===== src/rtl/imem_uart_loader_pkg.sv =====
// Shared definitions for the UART program loader: FSM encoding, frame constants
// and the word-count decode for the frame header.
package imem_uart_loader_pkg;

  typedef enum logic [1:0] {
    S_IDLE  = 2'd0,
    S_COUNT = 2'd1,
    S_DATA  = 2'd2,
    S_CSUM  = 2'd3
  } state_t;

  localparam logic [7:0] SYNC_DEF       = 8'hA5;
  localparam int         BYTES_PER_WORD = 4;
  localparam int         MAX_WORDS      = 256;

  // A header of zero encodes the largest frame (256 words).
  function automatic logic [8:0] frame_words(input logic [7:0] n);
    return (n == 8'd0) ? 9'(MAX_WORDS) : {1'b0, n};
  endfunction

endpackage


===== src/rtl/imem_uart_loader_timeout.sv =====
// Inter-byte idle watchdog: reloads on every kick (or while disabled) and
// flags expiry once CYCLES idle cycles have elapsed with the count enabled.
module loader_timeout #(
  parameter int CYCLES = 1000000
) (
  input  logic clk,
  input  logic reset,
  input  logic kick,
  input  logic en,
  output logic expired
);

  localparam int CW = $clog2(CYCLES + 1);

  logic [CW-1:0] cnt;

  always_ff @(posedge clk or posedge reset) begin
    if (reset)               cnt <= CW'(CYCLES);
    else if (kick || !en)    cnt <= CW'(CYCLES);
    else if (cnt != '0)      cnt <= cnt - 1'b1;
  end

  assign expired = en && (cnt == '0);

endmodule


===== src/rtl/imem_uart_loader.sv =====
// UART program-image loader: assembles big-endian words from a framed byte
// stream, writes them into the instruction RAM and releases the CPU on a good checksum.
module imem_uart_loader
  import imem_uart_loader_pkg::*;
#(
  parameter int         ADDR_WIDTH     = 8,
  parameter logic [7:0] SYNC_BYTE      = SYNC_DEF,
  parameter int         TIMEOUT_CYCLES = 1000000
) (
  input  logic        clk,
  input  logic        reset,
  input  logic [7:0]  rx_data,
  input  logic        rx_valid,
  output logic        imem_we,
  output logic [31:0] imem_addr,
  output logic [31:0] imem_wdata,
  output logic        cpu_hold,
  output logic        load_done,
  output logic        load_error
);

  state_t                state, state_nxt;
  logic [ADDR_WIDTH-1:0] word_idx;
  logic [8:0]            words_left;
  logic [7:0]            csum;
  logic [1:0]            byte_cnt;
  logic [23:0]           word_sh;
  logic                  tmo;

  logic start, latch_n, take, word_done, frame_ok, frame_bad;

  loader_timeout #(.CYCLES(TIMEOUT_CYCLES)) u_tmo (
    .clk     (clk),
    .reset   (reset),
    .kick    (rx_valid),
    .en      (state != S_IDLE),
    .expired (tmo)
  );

  always_ff @(posedge clk or posedge reset) begin
    if (reset) state <= S_IDLE;
    else       state <= state_nxt;
  end

  // A received byte always takes priority over a coincident timeout expiry.
  always_comb begin
    state_nxt = state;
    start     = 1'b0;
    latch_n   = 1'b0;
    take      = 1'b0;
    word_done = 1'b0;
    frame_ok  = 1'b0;
    frame_bad = 1'b0;
    case (state)
      S_IDLE: begin
        if (rx_valid && rx_data == SYNC_BYTE) begin
          start     = 1'b1;
          state_nxt = S_COUNT;
        end
      end
      S_COUNT: begin
        if (rx_valid) begin
          latch_n   = 1'b1;
          state_nxt = S_DATA;
        end else if (tmo) begin
          frame_bad = 1'b1;
          state_nxt = S_IDLE;
        end
      end
      S_DATA: begin
        if (rx_valid) begin
          take = 1'b1;
          if (byte_cnt == 2'(BYTES_PER_WORD - 1)) begin
            word_done = 1'b1;
            if (words_left == 9'd1) state_nxt = S_CSUM;
          end
        end else if (tmo) begin
          frame_bad = 1'b1;
          state_nxt = S_IDLE;
        end
      end
      S_CSUM: begin
        if (rx_valid) begin
          frame_ok  = (rx_data == csum);
          frame_bad = (rx_data != csum);
          state_nxt = S_IDLE;
        end else if (tmo) begin
          frame_bad = 1'b1;
          state_nxt = S_IDLE;
        end
      end
      default: state_nxt = S_IDLE;
    endcase
  end

  always_ff @(posedge clk or posedge reset) begin
    if (reset) begin
      word_idx   <= '0;
      words_left <= '0;
      csum       <= '0;
      byte_cnt   <= '0;
      word_sh    <= '0;
      imem_we    <= 1'b0;
      imem_addr  <= '0;
      imem_wdata <= '0;
      cpu_hold   <= 1'b1;
      load_done  <= 1'b0;
      load_error <= 1'b0;
    end else begin
      imem_we   <= word_done;
      load_done <= frame_ok;
      if (start) begin
        cpu_hold   <= 1'b1;
        load_error <= 1'b0;
        word_idx   <= '0;
        csum       <= '0;
        byte_cnt   <= '0;
      end
      if (latch_n) words_left <= frame_words(rx_data);
      if (take) begin
        word_sh  <= {word_sh[15:0], rx_data};
        csum     <= csum ^ rx_data;
        byte_cnt <= byte_cnt + 2'd1;
      end
      // Write is presented the cycle after the 4th byte; word_idx wraps naturally.
      if (word_done) begin
        imem_addr  <= 32'({word_idx, 2'b00});
        imem_wdata <= {word_sh, rx_data};
        word_idx   <= word_idx + 1'b1;
        words_left <= words_left - 9'd1;
      end
      if (frame_ok)  cpu_hold   <= 1'b0;
      if (frame_bad) begin
        load_error <= 1'b1;
        byte_cnt   <= '0;
      end
    end
  end

endmodule


===== config.mk =====
export PLATFORM = sky130hd
export DESIGN_NAME = imem_uart_loader
export DESIGN_NICKNAME = d
export VERILOG_FILES = /design/src/rtl/imem_uart_loader_pkg.sv /design/src/rtl/imem_uart_loader_timeout.sv /design/src/rtl/imem_uart_loader.sv
export SDC_FILE = /design/constraint.sdc
export NUM_CORES = 1
export LEC_CHECK = 0
export CAP_MARGIN = 20
export CORE_UTILIZATION = 50
export CTS_CLUSTER_SIZE = 30
export DETAILED_ROUTE_END_ITERATION = 8
export GPL_TIMING_DRIVEN = 0
export HOLD_SLACK_MARGIN = 0.15
export PLACE_DENSITY = 0.83
export SLEW_MARGIN = 20
export SYNTH_ARGS = -nofsm -noshare
export SYNTH_HDL_FRONTEND = slang
export SYNTH_SLANG_ARGS = --single-unit

===== constraint.sdc =====
create_clock -name clk -period 5.4 [get_ports clk]
set_input_delay 1.08 -clock clk [delete_from_list [all_inputs] [get_ports clk]]
set_output_delay 1.08 -clock clk [all_outputs]
set_load 0.01 [all_outputs]

==> results of run 1 <==
[metrics by stage]
stage | power (mW) | utilization, %
after floorplan | 2.02 | -
after global placement | 2.38 | 59.2
after detailed placement | 2.45 | 59.5
after CTS | 3.70 | 65.3
after global routing | 3.88 | 65.3
final | 3.70 | 65.3
[cell families (layout without fill, tap and decap cells)]
group / after synthesis / in the layout / share of synthesized area, %
simple gates: 268 / 268 / 22.3
flops: 117 / 117 / 51.3
compound gates: 97 / 97 / 10.9
buf+inv: 68 / 151 / 6.31
mux: 28 / 28 / 5.44
fa+ha+maj: 10 / 10 / 2.18
xor+xnor: 10 / 10 / 1.53
other cells: 1 / 24 / 0.0655
[power by group]
group          switching (mW)  total (mW)  internal (mW)
sequential              0.252        1.42           1.17
clock                   0.425        1.23          0.803
combinational           0.527        1.05          0.519
total                    1.20        3.70           2.49
[metal layers]
| layer | share of wire [%] | track usage (%) | vias to the layer above |
|---|---|---|---|
| met4 | 2.1 | 10.5 | 0 |
| met1 | 41 | 30.5 | 2307 |
| li1 | - | - | 2224 |
| met2 | 51 | 41.4 | 195 |
| met5 | 0 | 0 | - |
| met3 | 6.1 | 4.90 | 29 |
[path summary, 6_finish.rpt]
path	start	to	cells after the start
max reg2reg	state[0]$_DFFE_PP0P_	word_sh[8]$_DFFE_PP0P_	7
min	cpu_hold$_DFFE_PP1P_	cpu_hold$_DFFE_PP1P_	2
min reg2reg	cpu_hold$_DFFE_PP1P_	cpu_hold$_DFFE_PP1P_	2
max	rx_valid	word_sh[8]$_DFFE_PP0P_	6
min in group asynchronous	reset	imem_wdata[0]$_DFFE_PP0P_	2
max in group asynchronous	reset	word_sh[19]$_DFFE_PP0P_	3
[critical path, stage by stage]
cell and delay, ns:
clkdlybuf4s50_1 0.45, clkbuf_1 0.24, nand2_1 0.14, clkbuf_1 0.48, buf_1 0.50, mux2_2 0.40
[sequential cells by signal, summed over array words and instances, names as in the netlist, 2 cells and up]
register,flops
byte_cnt,2
csum,8
imem_addr,8
imem_wdata,32
state,2
u_tmo.cnt,20
word_idx,8
word_sh,24
words_left,9
[cells in the final DEF, fill, tap and decap left out, drive strengths merged, types with 14 or more instances in the layout]
cell type,synthesis,routed
clkdlybuf4s50,0,51
buf,35,36
or3,15,15
nand2,149,149
o21ai,32,32
dfrtp,109,109
clkbuf,19,38
inv,14,20
a21oi,23,23
nand3,14,14
mux2,25,25
nor2,32,32
conb,1,24
[final cells by class]
class	instances	area, um2
Fill cell	827	3810
Buffer	54	309
Clock inverter	12	188
Tap cell	140	175
Sequential cell	117	2940
Clock buffer	19	453
Timing Repair Buffer	52	538
Inverter	14	57.6
Multi-Input combinational cell	437	2520
==> results.cfg, run 1 <==
[setup_path]
worstPathMaxFanout = 10
cp-end-kind = flip-flop
crit_type = input port to flip-flop
critPathLaunchType = input port
critPathArrivalTime_ns = 3.29
ff2ff_setup_slack_ns = 2.91
cp.required_ns = 5.70

[finish]
area_growth_pct = 25.2
fin_area_um2 = 7170
nets = 714
drive_gt1_share_pct = 15.0
antenna_cells = 0
layout.cells.non_filler = 845

[clock_network]
tritoncts = built
cts.path.max_buffers = 2
cts-htree-levels = 4
postCtsSetupRepairBufs = 0
insertion_delay_ns = 0.41
clk_pin_slew_ns = 0.06
cts.sinks = 117
cts_root_buf = clkbuf_16
cts_resized = 0
cts_hold_buf = 0
cts_buffers = 17

[synthesis]
syn_avg_cell_area_um2 = 9.56
synth_edf_count = 0
synth_area_um2 = 5730
yosys-top-cells-count = nand2_1 (149), dfrtp_1 (109), nor2_1 (32), o21ai_0 (32), mux2_2 (25)
synth_seq_area_share_pct = 51.3
ys_warn_count = 0
netlist_instances = 599
async_reset_ff_share_pct = 100
yosys.area.top_type = dfrtp_1
synth_ff_type = dfrtp_1
synth_cell_types = 60
ys_ff_latch = 117
synth_top_area_share_pct = 47.6
synthTopCellsByArea = dfrtp_1 (48%), nand2_1 (9.8%), mux2_2 (4.9%)
post-synth-top-count-cell = nand2_1

[drt]
drt_iter0_drc = 347
vias = 4755
drc = 0
wire_per_inst_um = 15.9
routed_wl_mm = 13.4
firstDrtPassIters = 5
drt.antenna.violating_nets = 0
vias_per_cell = 5.63

[place]
place_inst = 814
place_congestion = 0.889
dp_hpwl_mm = 8.81
place_area_um2 = 6530
placement.io_buffers = 51
place_ws_ns = 1.99

[sta]
final_hold_viol_count = 0
fin_crit_sh_pct = 55.5
maxSlewHeadroom_pct = 49.5
whs_ns = 0.468
setup_tns_ns = 0
fmax_mhz = 334
grt_setup_unrepaired = false
final-max-slew-violation-count = 0
tightest_slew_ns = 0.755
finalSetupViolCount = 0
period_minus_slack_ns = 2.99
fin_worst_skew_ns = 0.00854
worst_slack_ns = 2.41

[die]
die_h_um = 109
ios = 79
initial_core_util_pct = 52.2
coreArea_um2 = 11000
die_w_um = 109
dieArea_um2 = 11900
fp-row-count = 38

[min_path]
hold_path_class = flip-flop to flip-flop

[run]
drv_cap = 0

[global_routing]
groute.usage.overall_pct = 24.5
grt_pass1_wl_mm = 22.3
antenna_found_initial = 0
grt_pass1_vias = 4686
grt_overflow = 0
grt_max_degree = 66

[power]
p_leak_nw = 3.34
power.density_nw_per_um2 = 515
peakVddDrop_uv = 327

[outcome]
run_status = finished, final reports clean
No activity file was read; power rests on OpenSTA's default activity.
==> run 2: changes to the inputs <==
Clock period 5.4 ns to 3.04 ns, I/O delays scaled along.
==> results.cfg, run 2 (synthesis gave the netlist of run 1 again) <==
[outcome]
run_status = finished, final reports clean

[die]
initial_core_util_pct = 52.2
dieArea_um2 = 11900
die_w_um = 109
fp-row-count = 38
ios = 79
coreArea_um2 = 11000
die_h_um = 109

[power]
peakVddDrop_uv = 496
p_leak_nw = 3.33
power.density_nw_per_um2 = 887

[finish]
fin_area_um2 = 7170
final_common_cell = nand2_1
post-route-util_pct = 65.3
area_growth_pct = 25.2
largest_register = imem_wdata
layout.cells.non_filler = 849
drive_gt1_share_pct = 15.5
ff_latch_area_um2 = 2940
reg_top3 = imem_wdata x32, word_sh x24, u_tmo.cnt x20
largest_reg_flops = 32
antenna_cells = 0
multiInputGateArea_um2 = 2520
nFillCells = 822
nets = 717
final_cell_mix = nand2_1 (149), dfrtp_1 (109), clkdlybuf4s50_1 (51)

[setup_path]
worstPathMaxFanout = 10
cp-end-kind = flip-flop
critPathSlowestCell = clkdlybuf4s50_1
path_buf_inv = 4
cp_cell_sequence = clkdlybuf4s50_1 -> clkbuf_1 -> nand3_1 -> inv_2 -> buf_1 -> nand3_1 -> o221a_2
critPathLaunchType = input port
critPathArrivalTime_ns = 2.94
r2r_cells = 7
crit_type = input port to flip-flop
crit_path_frequent_cell = nand3_1
slowest_delay_ns = 0.53
cp.required_ns = 3.34
ff2ff_setup_slack_ns = 0.52
crit_family = buffers and inverters
cp.depth = 7

[drt]
drc = 0
routed_wl_mm = 13.8
firstDrtPassIters = 5
drt.antenna.violating_nets = 0
wire_per_inst_um = 16.3
vias = 4786
vias_per_cell = 5.64
drt_iter0_drc = 360

[sta]
fin_worst_skew_ns = 0.00732
period_minus_slack_ns = 2.64
fmax_mhz = 379
fin_crit_sh_pct = 86.7
grt_setup_unrepaired = false
tightest_slew_ns = 0.751
finalSetupViolCount = 0
maxSlewHeadroom_pct = 49.3
final-max-slew-violation-count = 0
final_hold_viol_count = 0
whs_ns = 0.458

[place]
place_area_um2 = 6600
dp_hpwl_mm = 9.45
place_congestion = 0.891
placement.io_buffers = 51
place_inst = 817

[clock_network]
cts-htree-levels = 4
tritoncts = built
insertion_delay_ns = 0.42
cts_root_buf = clkbuf_16
cts_buffers = 17
clk_pin_slew_ns = 0.06
cts.path.max_buffers = 2
postCtsSetupRepairBufs = 0
cts_hold_buf = 0
cts_resized = 0
cts.sinks = 117

[global_routing]
grt_overflow = 0
grt_pass1_wl_mm = 22.6
antenna_found_initial = 0
grt_max_degree = 34
groute.usage.overall_pct = 24.8
grt_pass1_vias = 4723

[min_path]
hold_path_class = flip-flop to flip-flop
min_path_cells = 2

[run]
drv_cap = 0
-- run 2: where the power goes --
part           switching [mW]  internal (mW)  total (mW)
Clock                   0.795           1.14        1.94
Combinational           0.967          0.933        1.90
Sequential              0.446           2.08        2.52
Total                    2.21           4.15        6.36
-- run 2: metrics by stage --
| step | setup TNS (ns) | total power, mW | worst slack (ns) |
|---|---|---|---|
| 5_1_grt | 0 | 6.67 | 0.327 |
| 2_1_floorplan | 0 | 3.58 | 0.893 |
| 3_5_place_dp | 0 | 4.38 | 0.113 |
| 4_1_cts | 0 | 6.35 | 0.526 |
| 6_report | 0 | 6.36 | 0.405 |
| 3_3_place_gp | -0.0254 | 4.23 | -0.00205 |
-- run 2: layout make-up --
type                       instances  area share, %
inverter                          14          0.785
multi-input combinational        437           35.1
clock buffer                      17           5.93
sequential                       117           41.0
clock inverter                    15           2.06
timing repair buffer              55           8.44
buffer                            54           4.31
tap                              140           2.44
-- run 2: per-layer routing --
layer / up-vias / track usage [%] / wire length [um]
li1: 2226 / - / -
met1: 2335 / 30.5 / 5740
met2: 180 / 42.2 / 7010
met3: 45 / 4.72 / 701
met4: 0 / 11.1 / 357
met5: - / 0 / 0
-- run 2: worst min-delay path, delay by kind of cell (launching register included) --
family	cells	cell delay, ns
AO/OA/AOI/OAI	1	0.05
flip-flops	1	0.37
buffers and inverters	1	0.04
-- run 2: final timing paths --
check | start | end
max | rx_valid | words_left[5]$_DFFE_PP0P_
max reg2reg | state[0]$_DFFE_PP0P_ | word_sh[6]$_DFFE_PP0P_
min | cpu_hold$_DFFE_PP1P_ | cpu_hold$_DFFE_PP1P_
max in group asynchronous | reset | imem_addr[3]$_DFFE_PP0P_
min reg2reg | cpu_hold$_DFFE_PP1P_ | cpu_hold$_DFFE_PP1P_
min in group asynchronous | reset | imem_we$_DFF_PP0_
